**config.mk**
```make
export PLATFORM = sky130hd
export DESIGN_NAME = uart_out_buffer_flat
export DESIGN_NICKNAME = d
export VERILOG_FILES = /design/src/rtl/uart_out_buffer_pkg.sv /design/src/rtl/uart_out_buffer_if.sv /design/src/rtl/uart_out_buffer_sync_fifo.sv /design/src/rtl/uart_out_buffer.sv /design/src/flat_wrapper.sv
export SDC_FILE = /design/constraint.sdc
export NUM_CORES = 1
export LEC_CHECK = 0
export ABC_AREA = 1
export BUFFER_PORTS_ARGS = -buffer_cell sky130_fd_sc_hd__buf_4
export CORE_MARGIN = 2
export CORE_UTILIZATION = 56
export CTS_CLUSTER_SIZE = 14
export DETAILED_ROUTE_END_ITERATION = 6
export PLACE_DENSITY_LB_ADDON = 0.08
export SYNTH_ARGS = -nofsm -noshare
export SYNTH_HDL_FRONTEND = slang
export SYNTH_SLANG_ARGS = --single-unit
```
**constraint.sdc**
```tcl
create_clock -name clk -period 2.5 [get_ports clk]
set_input_delay 0.25 -clock clk [delete_from_list [all_inputs] [get_ports clk]]
set_output_delay 0.25 -clock clk [all_outputs]
set_load 0.03 [all_outputs]
```
**src/rtl/uart_out_buffer_pkg.sv**
```systemverilog
// Shared constants and types for the UART output buffer slice.
package uart_out_buffer_pkg;

    localparam int unsigned LEN_WORD           = 32;
    localparam int unsigned LEN_UART_SIZE      = 2;
    localparam int unsigned UART_BUF_DEPTH_LOG = 4;

    // Size field holds bytes-to-send minus one.
    localparam logic [LEN_UART_SIZE-1:0] UART_SIZE_1B = 2'b00;
    localparam logic [LEN_UART_SIZE-1:0] UART_SIZE_2B = 2'b01;
    localparam logic [LEN_UART_SIZE-1:0] UART_SIZE_3B = 2'b10;
    localparam logic [LEN_UART_SIZE-1:0] UART_SIZE_4B = 2'b11;

    typedef enum logic {
        S_IDLE = 1'b0,
        S_SEND = 1'b1
    } uart_tx_state_t;

endpackage

```
**src/rtl/uart_out_buffer_if.sv**
```systemverilog
// CPU request group plus byte stream toward the UART transmitter.
interface uart_out_buffer_if
    import uart_out_buffer_pkg::*;
#(
    parameter int unsigned LEN_WORD = 32
) ();

    logic [LEN_UART_SIZE-1:0] uart_size_in;
    logic [LEN_WORD-1:0]      uart_o_data_in;
    logic                     uart_write_in;
    logic                     uart_accepted_out;
    logic [7:0]               tx_data_out;
    logic                     tx_valid_out;
    logic                     tx_ready_in;

    // Environment side: issues requests, consumes bytes.
    modport master (
        output uart_size_in, uart_o_data_in, uart_write_in, tx_ready_in,
        input  uart_accepted_out, tx_data_out, tx_valid_out
    );

    // Buffer side.
    modport slave (
        input  uart_size_in, uart_o_data_in, uart_write_in, tx_ready_in,
        output uart_accepted_out, tx_data_out, tx_valid_out
    );

endinterface

```
**src/rtl/uart_out_buffer_sync_fifo.sv**
```systemverilog
// Single-clock FIFO with occupancy count; push/pop ignored when full/empty.
module sync_fifo #(
    parameter int unsigned WIDTH     = 34,
    parameter int unsigned DEPTH_LOG = 4
) (
    input  logic                 clk,
    input  logic                 rst,
    input  logic                 push,
    input  logic [WIDTH-1:0]     push_data,
    input  logic                 pop,
    output logic [WIDTH-1:0]     pop_data,
    output logic                 full,
    output logic                 empty,
    output logic [DEPTH_LOG:0]   count
);

    localparam int unsigned DEPTH = 1 << DEPTH_LOG;
    localparam logic [DEPTH_LOG:0] FULL_COUNT = DEPTH[DEPTH_LOG:0];

    logic [WIDTH-1:0]     mem [DEPTH];
    logic [DEPTH_LOG-1:0] wr_ptr;
    logic [DEPTH_LOG-1:0] rd_ptr;
    logic                 do_push;
    logic                 do_pop;

    assign full     = (count == FULL_COUNT);
    assign empty    = (count == '0);
    assign do_push  = push && !full;
    assign do_pop   = pop && !empty;
    assign pop_data = mem[rd_ptr];

    // Storage write; contents need no reset since pointers gate visibility.
    always_ff @(posedge clk) begin
        if (do_push) begin
            mem[wr_ptr] <= push_data;
        end
    end

    // Pointer and occupancy tracking.
    always_ff @(posedge clk) begin
        if (rst) begin
            wr_ptr <= '0;
            rd_ptr <= '0;
            count  <= '0;
        end else begin
            if (do_push) begin
                wr_ptr <= wr_ptr + 1'b1;
            end
            if (do_pop) begin
                rd_ptr <= rd_ptr + 1'b1;
            end
            if (do_push && !do_pop) begin
                count <= count + 1'b1;
            end else if (!do_push && do_pop) begin
                count <= count - 1'b1;
            end
        end
    end

endmodule

```
**src/rtl/uart_out_buffer.sv**
```systemverilog
// Queues 1-4 byte CPU output requests and serialises them LSB-first.
module uart_out_buffer
    import uart_out_buffer_pkg::*;
#(
    parameter int unsigned LEN_WORD  = 32,
    parameter int unsigned DEPTH_LOG = UART_BUF_DEPTH_LOG
) (
    input  logic               clk,
    input  logic               rst,
    uart_out_buffer_if.slave   bus,
    output logic               busy_out,
    output logic [DEPTH_LOG:0] count_out
);

    localparam int unsigned FIFO_W = LEN_WORD + LEN_UART_SIZE;

    uart_tx_state_t           state;
    uart_tx_state_t           state_nxt;
    logic                     accepted_q;
    logic                     push;
    logic                     pop;
    logic                     full;
    logic                     empty;
    logic                     hs;
    logic                     tx_valid;
    logic [FIFO_W-1:0]        fifo_rd;
    logic [LEN_WORD-1:0]      sh;
    logic [LEN_UART_SIZE-1:0] rem;

    // A held request is not re-queued in the cycle its accept pulse is visible.
    assign push = bus.uart_write_in && !full && !accepted_q;
    assign hs   = (state == S_SEND) && bus.tx_ready_in;

    sync_fifo #(
        .WIDTH     (FIFO_W),
        .DEPTH_LOG (DEPTH_LOG)
    ) u_fifo (
        .clk       (clk),
        .rst       (rst),
        .push      (push),
        .push_data ({bus.uart_size_in, bus.uart_o_data_in}),
        .pop       (pop),
        .pop_data  (fifo_rd),
        .full      (full),
        .empty     (empty),
        .count     (count_out)
    );

    // Accept pulse: high for the one cycle after an enqueue.
    always_ff @(posedge clk) begin
        if (rst) begin
            accepted_q <= 1'b0;
        end else begin
            accepted_q <= push;
        end
    end

    // Serialiser state register.
    always_ff @(posedge clk) begin
        if (rst) begin
            state <= S_IDLE;
        end else begin
            state <= state_nxt;
        end
    end

    // Serialiser next-state logic.
    always_comb begin
        state_nxt = state;
        case (state)
            S_IDLE: if (!empty) state_nxt = S_SEND;
            S_SEND: if (hs && rem == '0 && empty) state_nxt = S_IDLE;
            default: state_nxt = S_IDLE;
        endcase
    end

    // Serialiser outputs; a pop on the last byte keeps the stream gap-free.
    always_comb begin
        pop      = 1'b0;
        tx_valid = 1'b0;
        case (state)
            S_IDLE: pop = !empty;
            S_SEND: begin
                tx_valid = 1'b1;
                pop      = hs && rem == '0 && !empty;
            end
            default: begin
                pop      = 1'b0;
                tx_valid = 1'b0;
            end
        endcase
    end

    // Shift register and remaining-byte counter; held while stalled.
    always_ff @(posedge clk) begin
        if (rst) begin
            sh  <= '0;
            rem <= '0;
        end else if (pop) begin
            sh  <= fifo_rd[LEN_WORD-1:0];
            rem <= fifo_rd[LEN_WORD +: LEN_UART_SIZE];
        end else if (hs && rem != '0) begin
            sh  <= sh >> 8;
            rem <= rem - 1'b1;
        end
    end

    assign bus.uart_accepted_out = accepted_q;
    assign bus.tx_valid_out      = tx_valid;
    assign bus.tx_data_out       = sh[7:0];
    assign busy_out              = (count_out != '0) || (state == S_SEND);

endmodule

```
**src/flat_wrapper.sv**
```systemverilog
// flat-port wrapper written by rule: the top's interface ports become plain ports
module uart_out_buffer_flat import uart_out_buffer_pkg::*;
#(
    parameter int unsigned LEN_WORD  = 32,
    parameter int unsigned DEPTH_LOG = UART_BUF_DEPTH_LOG
)
  (clk, rst, busy_out, count_out, bus_uart_size_in, bus_uart_o_data_in, bus_uart_write_in, bus_tx_ready_in, bus_uart_accepted_out, bus_tx_data_out, bus_tx_valid_out);
  uart_out_buffer_if #(.LEN_WORD(LEN_WORD)) bus_i ();
  input  logic clk;
  input  logic rst;
  output logic busy_out;
  output logic [DEPTH_LOG:0] count_out;
  input wire logic [$bits(bus_i.uart_size_in)-1:0] bus_uart_size_in;
  input wire logic [$bits(bus_i.uart_o_data_in)-1:0] bus_uart_o_data_in;
  input wire logic [$bits(bus_i.uart_write_in)-1:0] bus_uart_write_in;
  input wire logic [$bits(bus_i.tx_ready_in)-1:0] bus_tx_ready_in;
  output wire logic [$bits(bus_i.uart_accepted_out)-1:0] bus_uart_accepted_out;
  output wire logic [$bits(bus_i.tx_data_out)-1:0] bus_tx_data_out;
  output wire logic [$bits(bus_i.tx_valid_out)-1:0] bus_tx_valid_out;
  assign bus_i.uart_size_in = bus_uart_size_in;
  assign bus_i.uart_o_data_in = bus_uart_o_data_in;
  assign bus_i.uart_write_in = bus_uart_write_in;
  assign bus_i.tx_ready_in = bus_tx_ready_in;
  assign bus_uart_accepted_out = bus_i.uart_accepted_out;
  assign bus_tx_data_out = bus_i.tx_data_out;
  assign bus_tx_valid_out = bus_i.tx_valid_out;
  uart_out_buffer #(.LEN_WORD(LEN_WORD), .DEPTH_LOG(DEPTH_LOG)) u_core (.clk(clk), .rst(rst), .bus(bus_i), .busy_out(busy_out), .count_out(count_out));
endmodule
```
==> results of run 1 <==
[cells by family (layout without fill, tap and decap cells)]
kind of cell / after synthesis / after routing / synth area share
and+or+nand+nor: 1137 / 1137 / 0.2001
DFF: 597 / 597 / 0.7189
buffers and inverters: 201 / 324 / 0.04343
AOI/OAI and AO/OA: 138 / 138 / 0.02906
adders and majority gates: 11 / 11 / 0.005997
xor gates and xnor gates: 7 / 7 / 0.002533
[worst paths after layout]
path | to | slack [ns]
max | u_core.u_fifo.count[4] | 0.29
min | u_core.u_fifo.wr_ptr[3] | 0.13
max reg2reg | u_core.u_fifo.count[4] | 0.29
min reg2reg | u_core.sh[25] | 0.48
[state kept, by name, summed over array words and instances, names as in the netlist, named ones only]
| signal | count |
|---|---|
| u_core.u_fifo.rd_ptr | 4 |
| u_core.u_fifo.wr_ptr | 4 |
| u_core.u_fifo.count | 5 |
| u_core.state | 1 |
| u_core.bus.uart_accepted_out | 1 |
| u_core.sh | 32 |
| u_core.rem | 2 |
| u_core.u_fifo.mem | 544 |
[power by group]
| part | total [mW] | internal, mW | switching [mW] |
|---|---|---|---|
| logic | 8.10 | 2.55 | 5.55 |
| clock network | 8.55 | 4.90 | 3.65 |
| registers | 11.7 | 11.4 | 0.271 |
[stage by stage]
stage / hold slack [ns] / instance area, um2 / instances
3_3_place_gp: 0.4567 / 25470 / 2655
2_1_floorplan: 0.3489 / 24220 / 2091
6_report: 0.1261 / 27690 / 2799
4_1_cts: 0.09743 / 27690 / 2799
3_5_place_dp: 0.4629 / 25470 / 2655
5_1_grt: 0.1412 / 27690 / 2799
[final cells by class]
class,count,area [um2]
fillers,3250,15190
repair buffers,150,1551
well taps,585,732.0
multi-input cells,1293,5873
clock inverters,31,234.0
clock buffers,78,1640
flip-flops and latches,597,17410
inverters,65,251.5
[worst reg2reg max path: cells and delay by family, from the launching register on]
family	cells	cell delay, ns
AO/OA/AOI/OAI	2	0.26
adder cells (fa/ha/maj)	3	0.81
flip-flops	1	0.36
AND/OR/NAND/NOR	6	0.42
XOR/XNOR	1	0.14
buffers and inverters	2	0.17
[layout by cell type, fill, tap and decap left out, drive strengths merged]
cell type    instances
xnor2                3
fa                   1
nand4                2
o21a                 1
a21oi               73
nand3              432
ha                  10
nand2              663
buf                115
clkbuf              78
nor2                31
dlygate4sd3         35
o211ai               4
bufinv               3
o21ai               60
dfxtp               53
clkinv              28
clkinvlp             1
inv                 64
xor2                 4
or2                  9
edfxtp             544
[metal layers]
layer	wire (um)	global-route usage
met5	0	0
met4	1316	0.08184
met3	4095	0.03427
met1	25900	0.3927
met2	28300	0.4416
[timing repair]
item,in CTS,in global routing
hold buffers,35,0
hold endpoints to repair,545,0
setup endpoints to repair,0,0
==> results.json, run 1 <==
{
  "status": "complete, no violations",
  "grt_pass1_vias": 15260,
  "numClockSinks": 597,
  "yosysTopAreaCell": "edfxtp_1",
  "tns_ns": 0,
  "port_buffers": 53,
  "routed_wl_um": 59610,
  "synthTopCellsByArea": "edfxtp_1 68%, nand2_1 10%, nand3_1 8.9%",
  "tightest_slew_ns": 0.7979,
  "r2r_start": "u_core.rem[0]",
  "cts_buffer_depth": 3,
  "die_w_um": 211.9,
  "worstHoldStart": "rst",
  "netlist_instances": 2091,
  "worst_path_most_repeated_cell": "nand2_1",
  "max-slew-margin-rel": 0.4681,
  "hp-class": "input port to flop",
  "wl_per_cell_um": 21.30,
  "yosysWarnings": 0,
  "finalHoldViolCount": 0,
  "boundaryPins": 54,
  "ys_ff_latch": 597,
  "synth_top_area_frac": 0.6750,
  "synth_cell_types": 28,
  "seq_area_frac_synth": 0.7189,
  "synth-edff-count": 544,
  "p_per_area_mw_per_mm2": 1023,
  "gp_congestion": 0.8168,
  "ant_nets": 0,
  "fin_nets": 2215,
  "leakagePower_nw": 10.17,
  "clk_pin_slew_ns": 0.06,
  "synth_fp_nets": 2140,
  "synth_commonest_cells": "663 x nand2_1, 544 x edfxtp_1, 431 x nand3_1",
  "timing.final.crit_period_ns": 2.206,
  "drive_above_1_share": 0.1084,
  "max_freq_ghz": 0.4533,
  "vdd_drop_max_uv": 688.3,
  "start_kind": "flop",
  "grt_use_total": 0.2734,
  "h-tree-depth": 2,
  "first_iter_violations": 1524,
  "setup_viol": 0,
  "start_util": 0.5643,
  "antenna_found_initial": 0,
  "clock-skew-final_ns": 0.01030,
  "vias": 15720,
  "path_delay_family": "adder cells",
  "setup_slack_ns": 0.2939,
  "holdPathStages": 2,
  "hpwlAfterDp_um": 32260,
  "yosysMostFrequentCell": "nand2_1",
  "utilization": 0.6457,
  "cp_slowest_stage_delay_ns": 0.42,
  "critical_path_arrival_ns": 2.75,
  "area_delta_synth_final_pct": 14.42,
  "design.core.area_mm2": 0.04289,
  "root_buffer": "clkbuf_16",
  "grt_pass1_wl_um": 91540,
  "slowest_stage": "fa_1",
  "crit_fanout": 4,
  "synthArstFlopShare": 0,
  "power_mw": 28.33,
  "critPathCaptureType": "flop",
  "post_drt_via_cell_ratio": 5.617,
  "cp_num_cells": 14,
  "place_ws_ns": 0.3273,
  "maxSlewViolCount": 0,
  "cp-startpoint": "u_core.rem[0]",
  "cts_setup_buffers": 0,
  "worstSetupPathType": "flop to flop",
  "drv_cap": 0,
  "grt_overflow": 0,
  "grt_max_degree": 136,
  "firstDrtPassIters": 5,
  "synth_top_flop_cell": "edfxtp_1",
  "cts.repair.resized": 0,
  "rows": 76,
  "rsz0062_at_grt": "no",
  "avgSynthCellArea_um2": 11.57,
  "worstPathCellList": "inv_1 > ha_1 > nand2_1 > nand2_1 > nand2_1 > ha_1 > inv_1 > fa_1 > nand2_1 > nand2_1 > a21oi_1 > xnor2_1 > nand2_1 > a21oi_1",
  "drc": 0,
  "rr_worst_depth": 14,
  "period_share": 0.8824,
  "cts_tree": "built",
  "dieArea_mm2": 0.04490,
  "cp.buffers_inverters": 2,
  "clk_latency_ns": 0.61,
  "n_antenna_cell": 0,
  "synth_area_mm2": 0.02420,
  "numCtsBuffers": 59,
  "die_h_um": 211.9,
  "critical_path_required_ns": 3.04
}
Power figures use the tool's default switching activity.
==> run 2, diff against run 1 <==
CORE_UTILIZATION = 57   (was 56)
SYNTH_HIERARCHICAL = 1   (was not set)
==> run 2 against run 1 <==
Routed wire length grew 5.8%. Synthesized cell count grew 24%. Die area grew 5.4%. Cell area grew 7.6%. Core utilization grew 1.4 points. Worst setup slack lost 0.077 ns. Critical path depth is the same.
==> results.json, run 2 <==
{
  "grt_max_degree": 89,
  "clock-skew-final_ns": 0.01216,
  "grt_use_total": 0.2723,
  "synth_area_mm2": 0.02598,
  "cts_tree": "built",
  "drc": 0,
  "reg.largest.list": "u_core/u_fifo/mem: 544 flops, u_core/sh: 32 flops, u_core/u_fifo/count: 5 flops",
  "yosysMostFrequentCell": "nand2_1",
  "fin_nets": 2728,
  "gp_congestion": 0.8004,
  "firstDrtPassIters": 5,
  "yosysTopAreaCell": "edfxtp_1",
  "start_kind": "flop",
  "hp-class": "input port to flop",
  "mostFrequentLayoutCells": "828 x nand2_1, 544 x edfxtp_1, 452 x nand3_1, 429 x inv_1, 92 x buf_4",
  "critical_path_arrival_ns": 2.79,
  "wl_per_cell_um": 18.96,
  "root_buffer": "clkbuf_16",
  "max-slew-margin-rel": 0.6033,
  "utilization": 0.6597,
  "synth-edff-count": 544,
  "die_w_um": 217.5,
  "timing.final.crit_period_ns": 2.283,
  "ant_nets": 0,
  "rows": 78,
  "tns_ns": 0,
  "max_freq_ghz": 0.4380,
  "grt_pass1_vias": 17020,
  "period_share": 0.9133,
  "finalHoldViolCount": 0,
  "clk_latency_ns": 0.61,
  "die_h_um": 217.5,
  "critPathCaptureType": "flop",
  "post_drt_via_cell_ratio": 5.350,
  "setup_slack_ns": 0.2168,
  "leakagePower_nw": 12.69,
  "design.core.area_mm2": 0.04519,
  "grt_overflow": 0,
  "port_buffers": 53,
  "synthTopCellsByArea": "edfxtp_1 63%, nand2_1 12%, nand3_1 8.7%",
  "drive_above_1_share": 0.09361,
  "power_mw": 28.72,
  "synth_top_area_frac": 0.6288,
  "grt_pass1_wl_um": 97510,
  "routed_wl_um": 63040,
  "clk_pin_slew_ns": 0.06,
  "place_ws_ns": 0.1190,
  "final_common_cell": "nand2_1",
  "largest_reg_flops": 544,
  "first_iter_violations": 1812,
  "start_util": 0.5749,
  "n_antenna_cell": 0,
  "worstSetupPathType": "flop to flop",
  "numClockSinks": 597,
  "antenna_found_initial": 5,
  "avgSynthCellArea_um2": 10.02,
  "boundaryPins": 54,
  "drv_cap": 0,
  "synth_fp_nets": 2641,
  "top_register": "u_core/u_fifo/mem",
  "critical_path_required_ns": 3.00,
  "cts_buffer_depth": 3,
  "hpwlAfterDp_um": 35600,
  "setup_viol": 0,
  "vias": 17780,
  "tightest_slew_ns": 0.5942,
  "whs_ns": 0.06771,
  "seq_area_frac_synth": 0.6697,
  "status": "complete, no violations",
  "synthArstFlopShare": 0,
  "numCtsBuffers": 60,
  "h-tree-depth": 2,
  "synth_top_flop_cell": "edfxtp_1",
  "cts_setup_buffers": 0,
  "rsz0062_at_grt": "no",
  "dieArea_mm2": 0.04730,
  "netlist_instances": 2592,
  "area_delta_synth_final_pct": 14.75,
  "p_per_area_mw_per_mm2": 963.3,
  "synth_cell_types": 25,
  "nFillCells": 3455,
  "ys_ff_latch": 597,
  "synth_commonest_cells": "829 x nand2_1, 544 x edfxtp_1, 452 x nand3_1",
  "vdd_drop_max_uv": 707.1,
  "yosysWarnings": 6,
  "crit_fanout": 5,
  "maxSlewViolCount": 0
}
-- run 2: changes by cell type in the layout (fill, tap and decap cells not counted), sizes merged, moves of 13 or more --
cell / change
inv: +372
nand2: +171
o21ai: -54
a21oi: -33
nand3b: +26
nand3: +20
buf: +13
-- run 2: final cells by class --
cell class / count / area (um2) / area share
Clock buffer: 78 / 1645 / 0.05519
Clock inverter: 29 / 236.5 / 0.007933
Inverter: 437 / 1652 / 0.05540
Multi-Input combinational cell: 1420 / 6344 / 0.2128
Sequential cell: 597 / 17420 / 0.5844
Tap cell: 600 / 750.7 / 0.02518
Timing Repair Buffer: 163 / 1762 / 0.05910
-- run 2: critical path: stages, from the launching register on --
cell and delay, ns:
dfxtp_2 0.34, nor2_2 0.04, nand3_1 0.11, inv_1 0.07, nor3_2 0.25, nand2_1 0.10
inv_1 0.10, ha_2 0.19, inv_2 0.07, ha_1 0.31, or2_2 0.31, nand3_1 0.08
nand2_1 0.05, o21ai_1 0.11, inv_1 0.05
-- run 2: cells by family (layout without fill, tap and decap cells) --
family	count (synthesis)	count (layout)	synth area share
AOI/OAI and AO/OA	46	46	0.008862
xor gates and xnor gates	4	4	0.001348
adders and majority gates	11	11	0.005587
buffers and inverters	575	707	0.09132
DFF	597	597	0.6697
and+or+nand+nor	1359	1359	0.2232
-- run 2: stage by stage --
stage / instances / instance area, um2
after global placement: 3182 / 27570
after floorplan: 2592 / 26120
after global routing: 3324 / 29810
after detailed placement: 3182 / 27570
final: 3324 / 29810
after CTS: 3324 / 29800
-- run 2: final timing paths --
path,from,endpoint,slack [ns],depth (start not counted)
max,u_core/u_fifo/count[2],u_core/u_fifo/count[4],0.22,14
min,rst,u_core/u_fifo/count[0],0.07,2
max reg2reg,u_core/u_fifo/count[2],u_core/u_fifo/count[4],0.22,14
min reg2reg,u_core/sh[4],u_core/sh[4],0.48,2
-- run 2: what timing repair did --
item	4_1_cts	5_1_grt
gates resized for setup	0	6
hold buffers	35	0
endpoints found under the setup margin	0	3
endpoints found under the hold margin	545	0
-- run 2: power by group --
group | switching (mW) | internal, mW
registers | 0.297 | 11.5
logic | 5.54 | 2.74
clock network | 3.64 | 5.00
-- run 2: metal layers --
metal,GRT usage,wire length (um),up-vias
li1,-,-,8540
met1,0.3876,26800,8444
met2,0.4334,29620,695
met3,0.03849,4959,104
met4,0.09429,1669,0
met5,0,0,-
